`config.mk`:
```
export PLATFORM = sky130hd
export DESIGN_NAME = led_matrix_driver
export DESIGN_NICKNAME = d
export VERILOG_FILES = /design/src/rtl/sequencer_pkg.sv /design/src/rtl/led_matrix_driver_led_row_pattern.sv /design/src/rtl/led_matrix_driver.sv
export SDC_FILE = /design/constraint.sdc
export NUM_CORES = 1
export LEC_CHECK = 0
export BUFFER_PORTS_ARGS = -buffer_cell sky130_fd_sc_hd__buf_2
export CELL_PAD_IN_SITES_DETAIL_PLACEMENT = 1
export CELL_PAD_IN_SITES_GLOBAL_PLACEMENT = 2
export CORE_MARGIN = 4
export CORE_UTILIZATION = 31
export DETAILED_ROUTE_END_ITERATION = 16
export PLACE_DENSITY = 0.84
export SLEW_MARGIN = 0
export SYNTH_ARGS = -nofsm -noshare
export SYNTH_HDL_FRONTEND = slang
export SYNTH_SLANG_ARGS = --single-unit
```
`constraint.sdc`:
```
create_clock -name clk -period 3.4 [get_ports clk]
set_input_delay 0.51 -clock clk [delete_from_list [all_inputs] [get_ports clk]]
set_output_delay 0.51 -clock clk [all_outputs]
set_load 0.02 [all_outputs]
```
`src/rtl/sequencer_pkg.sv`:
```
// Shared sequencer types: beat fields, matrix geometry, scan states.
// Reused by the LED driver, audio and button matrix controllers.
package sequencer_pkg;

  localparam int NUM_BEATS  = 16;
  localparam int BEAT_BITS  = 3;
  localparam int MATRIX_DIM = 4;

  typedef logic [BEAT_BITS-1:0] beat_t;

  typedef enum logic {
    BLANK,
    SHOW
  } scan_state_t;

  function automatic beat_t beat_field(
    input logic [NUM_BEATS*BEAT_BITS-1:0] beats,
    input logic [3:0]                     idx
  );
    return beats[BEAT_BITS*idx +: BEAT_BITS];
  endfunction

endpackage

```
`src/rtl/led_matrix_driver_led_row_pattern.sv`:
```
// Column sink pattern for one row from the frame snapshot and dwell phase.
// LED_PITCH_PWM_EN: active beats dim by pitch; otherwise binary on/off.
module led_row_pattern
  import sequencer_pkg::*;
(
  input  logic [47:0] snap_beats,
  input  logic [3:0]  snap_count,
  input  logic [1:0]  row_idx,
  input  logic [2:0]  phase,
  output logic [3:0]  col_out
);

  always_comb begin
    col_out = 4'hF;
    for (int c = 0; c < MATRIX_DIM; c++) begin
      logic [3:0] idx;
      beat_t      f;
      logic       act;
      logic       play;
      logic       lit;
      idx  = {row_idx, 2'(c)};
      f    = beat_field(snap_beats, idx);
      act  = |f;
      play = (idx == snap_count);
      lit  = 1'b0;
`ifdef LED_PITCH_PWM_EN
      if (act)
        lit = play ? 1'b1 : (phase < f);
      else
        lit = play && (phase < 3'd2);
`else
      if (act)
        lit = 1'b1;
      else
        lit = play && (phase < 3'd2);
`endif
      col_out[c] = ~lit;
    end
  end

endmodule

```
`src/rtl/led_matrix_driver.sv`:
```
// 4x4 LED matrix row scanner with blanking and per-frame snapshot.
// Optional LED_PITCH_PWM_EN selects pitch-proportional brightness.
module led_matrix_driver
  import sequencer_pkg::*;
#(
  parameter int DWELL_LOG2   = 10,
  parameter int BLANK_CYCLES = 16
) (
  input  logic        clk,
  input  logic        reset,
  input  logic        enable,
  input  logic [47:0] beats,
  input  logic [3:0]  beat_count,
  output logic [3:0]  row_out,
  output logic [3:0]  col_out,
  output logic        frame_start
);

  localparam int BW = $clog2(BLANK_CYCLES + 1);

  scan_state_t           state, state_nxt;
  logic [1:0]            row_idx, row_nxt;
  logic [DWELL_LOG2-1:0] dwell_cnt, dwell_nxt;
  logic [BW-1:0]         blank_cnt, blank_nxt;
  logic                  armed;
  logic                  snap_take;
  logic [47:0]           snap_beats;
  logic [3:0]            snap_count;
  logic [2:0]            phase_nxt;
  logic [3:0]            pat_col;
  logic [3:0]            row_sel_nxt;
  logic [3:0]            col_nxt;

  // armed: parked after reset/disable; next enabled edge opens a frame
  always_comb begin
    state_nxt = state;
    row_nxt   = row_idx;
    dwell_nxt = dwell_cnt;
    blank_nxt = blank_cnt;
    snap_take = 1'b0;
    if (armed) begin
      state_nxt = BLANK;
      row_nxt   = 2'd0;
      dwell_nxt = '0;
      blank_nxt = '0;
      snap_take = 1'b1;
    end else begin
      unique case (1'b1)
        (state == BLANK): begin
          if (blank_cnt == BW'(BLANK_CYCLES - 1)) begin
            state_nxt = SHOW;
            dwell_nxt = '0;
            blank_nxt = '0;
          end else begin
            blank_nxt = blank_cnt + BW'(1);
          end
        end
        (state == SHOW): begin
          dwell_nxt = dwell_cnt + DWELL_LOG2'(1);
          if (&dwell_cnt) begin
            state_nxt = BLANK;
            row_nxt   = row_idx + 2'd1;
            blank_nxt = '0;
            snap_take = (row_idx == 2'd3);
          end
        end
        default: ;
      endcase
    end
  end

  assign phase_nxt = dwell_nxt[DWELL_LOG2-1 -: 3];

  led_row_pattern u_pat (
    .snap_beats (snap_beats),
    .snap_count (snap_count),
    .row_idx    (row_nxt),
    .phase      (phase_nxt),
    .col_out    (pat_col)
  );

  always_comb begin
    row_sel_nxt = 4'h0;
    col_nxt     = 4'hF;
    if (state_nxt == SHOW) begin
      row_sel_nxt = 4'b0001 << row_nxt;
      col_nxt     = pat_col;
    end
  end

  always_ff @(posedge clk) begin
    if (reset) begin
      state       <= BLANK;
      row_idx     <= 2'd0;
      dwell_cnt   <= '0;
      blank_cnt   <= '0;
      armed       <= 1'b1;
      snap_beats  <= '0;
      snap_count  <= '0;
      row_out     <= 4'h0;
      col_out     <= 4'hF;
      frame_start <= 1'b0;
    end else if (!enable) begin
      state       <= BLANK;
      row_idx     <= 2'd0;
      dwell_cnt   <= '0;
      blank_cnt   <= '0;
      armed       <= 1'b1;
      row_out     <= 4'h0;
      col_out     <= 4'hF;
      frame_start <= 1'b0;
    end else begin
      state       <= state_nxt;
      row_idx     <= row_nxt;
      dwell_cnt   <= dwell_nxt;
      blank_cnt   <= blank_nxt;
      armed       <= 1'b0;
      row_out     <= row_sel_nxt;
      col_out     <= col_nxt;
      frame_start <= snap_take;
      if (snap_take) begin
        snap_beats <= beats;
        snap_count <= beat_count;
      end
    end
  end

endmodule
```
==> flow_summary.json <==
{
  "outcome": "complete, no violations",
  "period_share_pct": 72.8,
  "ir_worst_vdd_mv": 0.202,
  "drive_gt1_share_pct": 20.4,
  "htree_num_levels": 3,
  "path_clk_slew_ns": 0.09,
  "dieArea_sq_um": 12100,
  "tns_ns": 0,
  "synth.distinct_cells": 40,
  "syn_inst": 398,
  "max_freq_ghz": 0.404,
  "finClkSkew_ns": 0.00938,
  "holdPathEnd": "snap_beats[3]$_SDFFE_PP0P_",
  "nNetsFinal": 513,
  "clock-sinks": 80,
  "die_h_um": 110,
  "synth_top_cell_area_share_pct": 49.7,
  "antenna_left": 0,
  "slew-limit-headroom_pct": 63.1,
  "async_reset_ff_share_pct": 0,
  "internal-power_w": 0.00132,
  "first_global_vias": 2899,
  "clock_path_buffers": 2,
  "crit-reg2reg-launch": "dwell_cnt[0]$_SDFFE_PP0P_",
  "drc": 0,
  "reg2regPathDepth": 8,
  "syn-cell-area_sq_um": 3230,
  "avgViaCountPerCell": 4.81,
  "switching_power_w": 0.000456,
  "layout_common_cells": "120 x nand2_1, 80 x dfxtp_1, 63 x buf_2",
  "hp-start": "beats[3]",
  "switching_share_pct": 25.7,
  "crit_fanout": 8,
  "critPathArrivalTime_ns": 2.72,
  "fillerInstances": 1226,
  "drt-initial-drc-count": 88,
  "areaGrowthSynthToFinish_pct": 19.1,
  "synth_nets": 456,
  "initial_core_util_pct": 32.4,
  "portBuffers": 63,
  "crit_type": "register to register",
  "ys_seq_area_share_pct": 49.7,
  "yosysWarnings": 0,
  "final_common_cell": "nand2_1",
  "hold_viol_final": 0,
  "dr.pass1.iters": 4,
  "reg2reg_to": "col_out[3]$_SDFF_PP1_",
  "diodes": 0,
  "grt_max_degree": 54,
  "drt_wl_total_um": 8550,
  "fp.dieW_um": 110,
  "post_cts_buffers": 0,
  "timing.final.crit_period_ns": 2.47,
  "clock_latency_ns": 0.35,
  "numCtsBuffers": 9,
  "ys_seq_elements": 80,
  "grt_pass1_wl_um": 13800,
  "grt.overflow.total": 0,
  "hold_depth": 3,
  "slew_violations": 0,
  "dp_slack_ns": 0.962,
  "antenna_found_initial": 0,
  "postCtsHoldBufs": 0,
  "required_ns": 3.65,
  "cts_tree": "yes",
  "setup_ws_ns": 0.926,
  "synth_edf_count": 0,
  "yosys-top-cells-area": "dfxtp_1 50%, nand2_1 14%, a21oi_1 9.2%",
  "ios": 64,
  "endpoint_kind": "register",
  "hpwl_um": 6140,
  "worst_slew_pin_slew_ns": 0.553,
  "setup_viol": 0,
  "root_buffer": "clkbuf_8",
  "power.density_nw_per_um2": 462,
  "syn_area_per_cell_sq_um": 8.10,
  "rrSetupSlack_ns": 0.93,
  "grt_usage_pct": 14.6,
  "synth_largest_area_cell": "dfxtp_1",
  "min_path_type": "input port to register",
  "pwr-share-comb_pct": 8.5,
  "rows": 36,
  "core_area_sq_um": 9950,
  "gp_congestion": 0.847,
  "cts_resized": 0,
  "cap_violations": 0,
  "clockPowerShare_pct": 35.6,
  "ys.flop_type": "dfxtp_1",
  "leakagePower_nw": 1.53,
  "crit_path_start_kind": "register",
  "num_vias": 2851,
  "rsz0062_at_grt": "false",
  "drt-wirelength-per-cell_um": 14.4,
  "seq_power_share_pct": 55.9
}
==> kinds of logic (layout without fill, tap and decap cells) <==
family                     after synthesis  in the layout  share of synthesized area, %
DFF                                     80             80                          49.7
xor gates and xnor gates                 4              4                          1.09
muxes                                   11             11                          3.65
buffers and inverters                   25             87                          3.37
adders and majority gates                3              3                          1.16
and+or+nand+nor                        192            192                          26.7
AOI/OAI and AO/OA                       83             83                          14.4
==> worst max-delay path by stage <==
| stage | start | to | slack [ns] |
|---|---|---|---|
| floorplan | dwell_cnt[0]$_SDFFE_PP0P_ | col_out[0]$_SDFF_PP1_ | 1.04 |
| finish | dwell_cnt[0]$_SDFFE_PP0P_ | col_out[3]$_SDFF_PP1_ | 0.93 |
| global route | dwell_cnt[0]$_SDFFE_PP0P_ | col_out[3]$_SDFF_PP1_ | 0.71 |
| CTS | dwell_cnt[0]$_SDFFE_PP0P_ | col_out[3]$_SDFF_PP1_ | 0.93 |
| detailed placement | dwell_cnt[0]$_SDFFE_PP0P_ | col_out[3]$_SDFF_PP1_ | 0.96 |
| global placement | dwell_cnt[0]$_SDFFE_PP0P_ | col_out[3]$_SDFF_PP1_ | 1.07 |
==> cell type report <==
cell class / instances / area, sq um / area share, %
clock buffers: 11 / 141 / 3.68
clock inverters: 5 / 32.5 / 0.847
inverters: 4 / 15.0 / 0.391
multi-input cells: 293 / 1530 / 39.8
flip-flops and latches: 80 / 1600 / 41.7
well taps: 133 / 166 / 4.33
repair buffers: 67 / 358 / 9.31
==> cell usage after synthesis, types with 2 or more instances <==
master      n
nand2b_1    6
dfxtp_1    80
ha_1        3
a21oi_1    59
or3_1       2
buf_2       6
nand4_1     2
nand2_1   120
nor2_1     21
nor2b_1     2
clkbuf_1   14
inv_1       4
a22oi_1     2
nor4_1      6
a31oi_1     4
o21ai_0     6
mux2_2      2
a32o_1      3
mux2i_1     8
nand3_1     7
o21a_1      2
or2_2       4
xnor2_1     3
nor3_1     16
==> registers in the layout, summed over array words and instances (netlist names) <==
signal	flops
snap_beats	48
dwell_cnt	10
blank_cnt	5
col_out	4
row_out	4
snap_count	4
row_idx	2
armed	1
frame_start	1
state	1
==> metrics by stage <==
step	std cells	util [%]	area, sq um	hold slack (ns)	power [W]
2_1_floorplan	398	-	3230	0.410	0.00110
3_3_place_gp	577	36.9	3670	0.431	0.00116
3_5_place_dp	577	36.9	3670	0.423	0.00117
4_1_cts	593	38.6	3840	0.379	0.00180
5_1_grt	593	38.6	3840	0.390	0.00186
6_report	593	38.6	3840	0.390	0.00177
==> power groups by stage <==
stage	Clock, W	Sequential, W	Combinational, W
floorplan	0	0.00101	0.0000918
global placement	0	0.00101	0.000150
detailed placement	0	0.00101	0.000154
CTS	0.000655	0.000993	0.000155
global route	0.000689	0.000998	0.000172
finish	0.000632	0.000992	0.000150
==> layer usage <==
metal | global-route usage, % | share of wire (%)
met1 | 18.9 | 47
met2 | 24.0 | 48
met3 | 2.68 | 2.9
met4 | 5.97 | 1.9
met5 | 0 | 0
==> critical path, stage by stage (launching register included) <==
cell,delay [ns]
dfxtp_1,0.43
ha_1,0.27
nand4_4,0.18
nor3_4,0.42
mux2i_1,0.27
buf_4,0.20
xor2_1,0.30
nor4_1,0.10
o21ai_0,0.21
Power figures use the tool's default switching activity.
